$ cat config.mk
export PLATFORM = sky130hd
export DESIGN_NAME = park_seq
export DESIGN_NICKNAME = d
export VERILOG_FILES = /design/src/rtl/park_pkg.sv /design/src/rtl/park_mac.sv /design/src/rtl/park_seq.sv
export SDC_FILE = /design/constraint.sdc
export NUM_CORES = 2
export LEC_CHECK = 0
export BUFFER_PORTS_ARGS = -buffer_cell sky130_fd_sc_hd__clkbuf_2
export CAP_MARGIN = 20
export CORE_ASPECT_RATIO = 0.8
export CORE_MARGIN = 4
export CORE_UTILIZATION = 65
export DETAILED_ROUTE_END_ITERATION = 6
export PLACE_DENSITY = 0.84
export REMOVE_ABC_BUFFERS = 1
export SLEW_MARGIN = 30
export SYNTH_ARGS = -nofsm -noshare
export SYNTH_HDL_FRONTEND = slang
export SYNTH_SLANG_ARGS = --single-unit
$ cat constraint.sdc
create_clock -name clk -period 12.1 [get_ports clk]
set_clock_uncertainty 0.1 [all_clocks]
set_input_delay 3.025 -clock clk [delete_from_list [all_inputs] [get_ports clk]]
set_output_delay 3.025 -clock clk [all_outputs]
set_load 0.005 [all_outputs]
$ cat src/rtl/park_pkg.sv
// Shared types and helpers for the Park-transform sequencer (park_seq / park_mac).
package park_pkg;

  typedef enum logic [2:0] {
    IDLE = 3'd0,
    M0   = 3'd1,
    M1   = 3'd2,
    M2   = 3'd3,
    M3   = 3'd4,
    DONE = 3'd5
  } state_e;

  // Operand pair presented to the shared multiplier
  localparam logic [1:0] PSEL_AC = 2'd0;  // alpha * cos
  localparam logic [1:0] PSEL_BS = 2'd1;  // beta  * sin
  localparam logic [1:0] PSEL_BC = 2'd2;  // beta  * cos
  localparam logic [1:0] PSEL_AS = 2'd3;  // alpha * sin

  // Two full-width products summed never overflow one extra bit
  function automatic int unsigned acc_width(input int unsigned dw);
    return 2 * dw + 1;
  endfunction

endpackage

$ cat src/rtl/park_mac.sv
// Shared signed multiplier feeding two accumulators (D sum in acc0, Q sum in acc1).
module park_mac
  import park_pkg::*;
#(
  parameter int unsigned D_WIDTH = 32
) (
  input  logic                                    clk,
  input  logic                                    rst_n,
  input  logic signed [D_WIDTH-1:0]               op_a,
  input  logic signed [D_WIDTH-1:0]               op_b,
  input  logic                                    clr,
  input  logic                                    add,
  input  logic                                    sub,
  input  logic                                    sel,
  output logic signed [acc_width(D_WIDTH)-1:0]    acc0_nxt_c,
  output logic signed [acc_width(D_WIDTH)-1:0]    acc1_nxt_c
);

  localparam int unsigned P_W   = 2 * D_WIDTH;
  localparam int unsigned ACC_W = acc_width(D_WIDTH);

  logic signed [P_W-1:0]   prod;
  logic signed [ACC_W-1:0] prod_x;
  logic signed [ACC_W-1:0] base;
  logic signed [ACC_W-1:0] term;
  logic signed [ACC_W-1:0] acc0_d, acc0_q;
  logic signed [ACC_W-1:0] acc1_d, acc1_q;

  // clr restarts the selected sum; add/sub fold in this cycle's product
  always_comb begin
    prod   = P_W'(op_a) * P_W'(op_b);
    prod_x = ACC_W'(prod);
    base   = clr ? '0 : (sel ? acc1_q : acc0_q);
    term   = base;
    if (add)      term = base + prod_x;
    else if (sub) term = base - prod_x;
    acc0_d = acc0_q;
    acc1_d = acc1_q;
    if (clr || add || sub) begin
      if (sel) acc1_d = term;
      else     acc0_d = term;
    end
  end

  always_ff @(posedge clk or negedge rst_n) begin
    if (!rst_n) begin
      acc0_q <= '0;
      acc1_q <= '0;
    end else begin
      acc0_q <= acc0_d;
      acc1_q <= acc1_d;
    end
  end

  assign acc0_nxt_c = acc0_d;
  assign acc1_nxt_c = acc1_d;

endmodule

$ cat src/rtl/park_seq.sv
// Sequential Park transform: one shared multiplier over four cycles, valid/ready on both sides.
// Define PARK_SAT_EN to clip out-of-range results and flag out_sat; otherwise results wrap.
module park_seq
  import park_pkg::*;
#(
  parameter int unsigned D_WIDTH = 32,
  parameter int unsigned Q_BITS  = 10
) (
  input  logic                      clk,
  input  logic                      rst_n,
  input  logic signed [D_WIDTH-1:0] alpha,
  input  logic signed [D_WIDTH-1:0] beta,
  input  logic signed [D_WIDTH-1:0] sin,
  input  logic signed [D_WIDTH-1:0] cos,
  input  logic                      in_valid,
  output logic                      in_ready,
  output logic signed [D_WIDTH-1:0] D,
  output logic signed [D_WIDTH-1:0] Q,
  output logic                      out_valid,
  input  logic                      out_ready,
  output logic                      out_sat
);

  localparam int unsigned ACC_W = acc_width(D_WIDTH);

  state_e state_d, state_q;
  logic signed [D_WIDTH-1:0] alpha_d, alpha_q, beta_d, beta_q;
  logic signed [D_WIDTH-1:0] sin_d, sin_q, cos_d, cos_q;
  logic signed [D_WIDTH-1:0] d_res_d, d_res_q, q_res_d, q_res_q;
  logic                      out_valid_d, out_valid_q;
  logic                      out_sat_d, out_sat_q;
  logic                      in_ready_d, in_ready_q;

  logic [1:0]                psel;
  logic signed [D_WIDTH-1:0] op_a, op_b;
  logic                      mac_clr, mac_add, mac_sub, mac_sel;
  logic signed [ACC_W-1:0]   acc0_nxt, acc1_nxt;
  logic signed [D_WIDTH-1:0] d_fin, q_fin;
  logic                      sat_fin;

  park_mac #(.D_WIDTH(D_WIDTH)) u_mac (
    .clk        (clk),
    .rst_n      (rst_n),
    .op_a       (op_a),
    .op_b       (op_b),
    .clr        (mac_clr),
    .add        (mac_add),
    .sub        (mac_sub),
    .sel        (mac_sel),
    .acc0_nxt_c (acc0_nxt),
    .acc1_nxt_c (acc1_nxt)
  );

  always_comb begin
    op_a = alpha_q;
    op_b = cos_q;
    case (psel)
      PSEL_BS: begin op_a = beta_q;  op_b = sin_q; end
      PSEL_BC: begin op_a = beta_q;  op_b = cos_q; end
      PSEL_AS: begin op_a = alpha_q; op_b = sin_q; end
      default: begin op_a = alpha_q; op_b = cos_q; end
    endcase
  end

  // Floor-shift each full sum, then clip or wrap into the output width
`ifdef PARK_SAT_EN
  logic signed [ACC_W-1:0] d_sh, q_sh;
  logic                    d_ovf, q_ovf;
  always_comb begin
    d_sh    = acc0_nxt >>> Q_BITS;
    q_sh    = acc1_nxt >>> Q_BITS;
    d_ovf   = (|d_sh[ACC_W-1:D_WIDTH-1]) && !(&d_sh[ACC_W-1:D_WIDTH-1]);
    q_ovf   = (|q_sh[ACC_W-1:D_WIDTH-1]) && !(&q_sh[ACC_W-1:D_WIDTH-1]);
    d_fin   = d_sh[D_WIDTH-1:0];
    q_fin   = q_sh[D_WIDTH-1:0];
    if (d_ovf) d_fin = d_sh[ACC_W-1] ? {1'b1, {(D_WIDTH-1){1'b0}}} : {1'b0, {(D_WIDTH-1){1'b1}}};
    if (q_ovf) q_fin = q_sh[ACC_W-1] ? {1'b1, {(D_WIDTH-1){1'b0}}} : {1'b0, {(D_WIDTH-1){1'b1}}};
    sat_fin = d_ovf || q_ovf;
  end
`else
  always_comb begin
    d_fin   = D_WIDTH'(acc0_nxt >>> Q_BITS);
    q_fin   = D_WIDTH'(acc1_nxt >>> Q_BITS);
    sat_fin = 1'b0;
  end
`endif

  always_comb begin
    state_d     = state_q;
    alpha_d     = alpha_q;
    beta_d      = beta_q;
    sin_d       = sin_q;
    cos_d       = cos_q;
    d_res_d     = d_res_q;
    q_res_d     = q_res_q;
    out_valid_d = out_valid_q;
    out_sat_d   = out_sat_q;
    psel        = PSEL_AC;
    mac_clr     = 1'b0;
    mac_add     = 1'b0;
    mac_sub     = 1'b0;
    mac_sel     = 1'b0;
    case (state_q)
      IDLE: begin
        if (in_valid) begin
          alpha_d = alpha;
          beta_d  = beta;
          sin_d   = sin;
          cos_d   = cos;
          state_d = M0;
        end
      end
      M0: begin
        psel    = PSEL_AC;
        mac_clr = 1'b1;
        mac_add = 1'b1;
        state_d = M1;
      end
      M1: begin
        psel    = PSEL_BS;
        mac_add = 1'b1;
        state_d = M2;
      end
      M2: begin
        psel    = PSEL_BC;
        mac_sel = 1'b1;
        mac_clr = 1'b1;
        mac_add = 1'b1;
        state_d = M3;
      end
      M3: begin
        psel        = PSEL_AS;
        mac_sel     = 1'b1;
        mac_sub     = 1'b1;
        d_res_d     = d_fin;
        q_res_d     = q_fin;
        out_sat_d   = sat_fin;
        out_valid_d = 1'b1;
        state_d     = DONE;
      end
      DONE: begin
        if (out_ready) begin
          out_valid_d = 1'b0;
          state_d     = IDLE;
        end
      end
      default: state_d = IDLE;
    endcase
    in_ready_d = (state_d == IDLE);
  end

  always_ff @(posedge clk or negedge rst_n) begin
    if (!rst_n) begin
      state_q     <= IDLE;
      alpha_q     <= '0;
      beta_q      <= '0;
      sin_q       <= '0;
      cos_q       <= '0;
      d_res_q     <= '0;
      q_res_q     <= '0;
      out_valid_q <= 1'b0;
      out_sat_q   <= 1'b0;
      in_ready_q  <= 1'b1;
    end else begin
      state_q     <= state_d;
      alpha_q     <= alpha_d;
      beta_q      <= beta_d;
      sin_q       <= sin_d;
      cos_q       <= cos_d;
      d_res_q     <= d_res_d;
      q_res_q     <= q_res_d;
      out_valid_q <= out_valid_d;
      out_sat_q   <= out_sat_d;
      in_ready_q  <= in_ready_d;
    end
  end

  assign in_ready  = in_ready_q;
  assign D         = d_res_q;
  assign Q         = q_res_q;
  assign out_valid = out_valid_q;
  assign out_sat   = out_sat_q;

endmodule

==> run_results.csv <==
group,metric,value,unit
status,violations,"DRC",
route,drt_first_iter_violations,3413,
finish,fin_nets,5794,
clock_tree,cts.htree.levels,1,
global_route,track_usage,36.92,%
global_route,grt_pass1_wl,193300,um
clock_tree,cts_root_buf,"clkbuf_16",
clock_tree,cts_tree,"yes",
yosys,synth.area.top_cells,"fa_1, dfrtp_1, ha_1",
yosys,yosysMostFrequentCell,"inv_1",
yosys,yosysSeqAreaShare,17.02,%
floorplanning,die_x,289.9,um
global_route,grt_overflow,0,
critical_path,crit_path_top_delay_cell,"dfrtp_2",
finish,drive_gt1_share,13.38,%
critical_path,critical_path_class,"flop to flop",
yosys,synth_common_cells,"inv_1, fa_1, nand2_1, nor2_1, dfrtp_1",
floorplanning,row_count,82,
yosys,syn_inst,4575,
yosys,synth_top_area_cell,"fa_1",
global_route,antenna_found_initial,2,
global_route,grt_max_degree,95,
min_path,hold_path.class,"flop to flop",
placed_design,dp.final_hpwl,98830,um
timing,slew_headroom,37.29,%
yosys,synth_ff_type,"dfrtp_1",
yosys,synth_xor_area_share,3.128,%
clock_tree,cts_buffer_depth,3,
yosys,synth_cell_types,88,
critical_path,crit_path_start_kind,"flop",
placed_design,gp_congestion,1.016,
timing,min_period,11.75,ns
timing,slew_viol_final,0,
route,firstDrtPassIters,7,
yosys,syn_area,41320,um2
critical_path,worstSetupEndpointType,"flop",
run,drv_cap,0,
yosys,avgSynthCellArea,9.032,um2
yosys,synth-adder-area-share,41.33,%
finish,area_growth_syn_to_layout,8.215,%
critical_path,cp_slowest_stage_delay,0.55,ns
critical_path,critPathMostFrequentCell,"fa_1",
floorplanning,die_y,233.5,um
yosys,yosys.area_share.simple,13.45,%
critical_path,required,12.47,ns
yosys,synth_top_area_share,33.77,%
global_route,grt_pass1_vias,34590,
floorplanning,die-area,67690,um2
status,status,"complete, but fails checks",
yosys,async_reset_ff_share,100.0,%
route,drc,3,
timing,setup_viol,0,
critical_path,cp_top_family,"adder cells",
placed_design,dpl.cell_count,5511,
placed_design,port_buffers,197,
route,ant_nets,0,
timing,clock.fmax,85.12,MHz
timing,hold_violations,0,
timing,finalCritPeriodShare,97.10,%
yosys,synth_edf_count,0,
clock_tree,numCtsBuffers,31,
yosys,synth.area.mux_share,6.846,%
finish,fin_cells,5581,
route,wl_per_cell,22.37,um
yosys,yosysWarnings,0,
route,viasPerCell,6.032,
yosys,synth_top_family_by_area,"adder cells",
timing,tightest_slew,0.9145,ns
critical_path,crit_fanout,11,
critical_path,crit_buf_inv,6,
floorplanning,initial_core_util,65.81,%
yosys,synth_compound_area_share,9.178,%
route,dr_total_vias,33670,
floorplanning,ios,199,
route,totalWireLength,124900,um
critical_path,crit_arrival,12.12,ns
clock_tree,cts.clk_slew.worst_paths,0.07,ns
clock_tree,clock_sinks,281,
finish,nFillCells,4683,
floorplanning,core_area,62790,um2
clock_tree,clock_latency,0.63,ns
yosys,synth_seq_cells,281,
## through the flow
step	setup slack, ns	hold slack [ns]	setup TNS (ns)	util [%]	cell area (um2)
finish	0.3512	0.3703	0	71.21	44720
global route	-0.006997	0.3857	-0.006997	71.21	44710
CTS	0.2948	0.3731	0	70.91	44530
detailed placement	0.3146	0.3585	0	69.31	43520
global placement	0.5368	0.3507	0	69.31	43520
floorplan	-5.427	0.3386	-694.71	-	40460
## flip-flops by register name, indices dropped and copies added, names as in the netlist
signal and cells:
state_q 3, out_valid 1, u_mac.acc1_q 42, sin_q 32, beta_q 32, cos_q 32
Q 32, alpha_q 32, D 32, u_mac.acc0_q 42, in_ready 1
## repair_timing
item / 4_1_cts / 5_1_grt
hold endpoints to repair: 0 / 0
hold buffers: 0 / 0
gates resized for setup: 0 / 7
buffers inserted: 0 / 11
endpoints found under the setup margin: 0 / 28
## worst min-delay path: cells and delay by family (launching register included)
kind             cells  cell delay [ns]
flip-flops           1             0.34
AND/OR/NAND/NOR      2             0.10
## worst paths after layout
| kind | from | end | slack (ns) | cells after the start |
|---|---|---|---|---|
| worst max-delay path | state_q[1] | Q[27] | 0.35 | 39 |
| worst min-delay path | D[12] | D[12] | 0.37 | 2 |
| worst max register to register | state_q[1] | Q[27] | 0.35 | 39 |
| worst min register to register | D[12] | D[12] | 0.37 | 2 |
| max in group asynchronous | rst_n | alpha_q[22] | 7.68 | 3 |
| min in group asynchronous | rst_n | u_mac.acc1_q[13] | 2.37 | 1 |
## cell usage in the layout (no fill, tap or decap), types with 14 or more instances in the layout
cell         n
nor2_1     568
o21a_1      14
dfrtp_1    278
clkbuf_16   31
o21bai_1    34
o21ai_0    129
nand2_1    654
fa_1       697
nand3_1     21
inv_1      764
mux2_2     188
xor2_1      33
o22ai_1     19
xnor2_1    100
buf_4      117
nand2b_1    20
ha_1       249
nor3_1      21
mux2i_2     29
mux2i_1     29
a21o_1      71
clkbuf_2   196
a21oi_1    179
a221oi_1    18
nor2b_1     33
## cell type report
| class | count | area (um2) | area share, % |
|---|---|---|---|
| Clock inverter | 16 | 160.2 | 0.3582 |
| Multi-Input combinational cell | 3315 | 30730 | 68.73 |
| Timing Repair Buffer | 321 | 2006 | 4.485 |
| Clock buffer | 39 | 845.8 | 1.892 |
| Tap cell | 840 | 1051 | 2.350 |
| Inverter | 766 | 2875 | 6.430 |
| Antenna cell | 3 | 7.507 | 0.01679 |
| Sequential cell | 281 | 7036 | 15.73 |
## layer usage
metal | up-vias | GRT usage, % | wire [um]
met1 | 16640 | 48.98 | 47010
li1 | 14530 | - | -
met2 | 2088 | 55.33 | 53860
met3 | 413 | 13.82 | 17370
met5 | - | 0 | 0
met4 | 0 | 15.12 | 6615
## kinds of logic (layout without fill, tap and decap cells)
| family | count (synthesis) | after routing |
|---|---|---|
| AO/OA/AOI/OAI | 592 | 592 |
| XOR/XNOR | 139 | 139 |
| adder cells (fa/ha/maj) | 947 | 947 |
| buffers and inverters | 980 | 1142 |
| flip-flops | 281 | 281 |
| multiplexers | 254 | 254 |
| other | 1 | 4 |
| AND/OR/NAND/NOR | 1381 | 1382 |
Power is left out: the tool's default activity adds up to more than one toggle a clock period on the data nets, which glitch-free logic cannot reach.
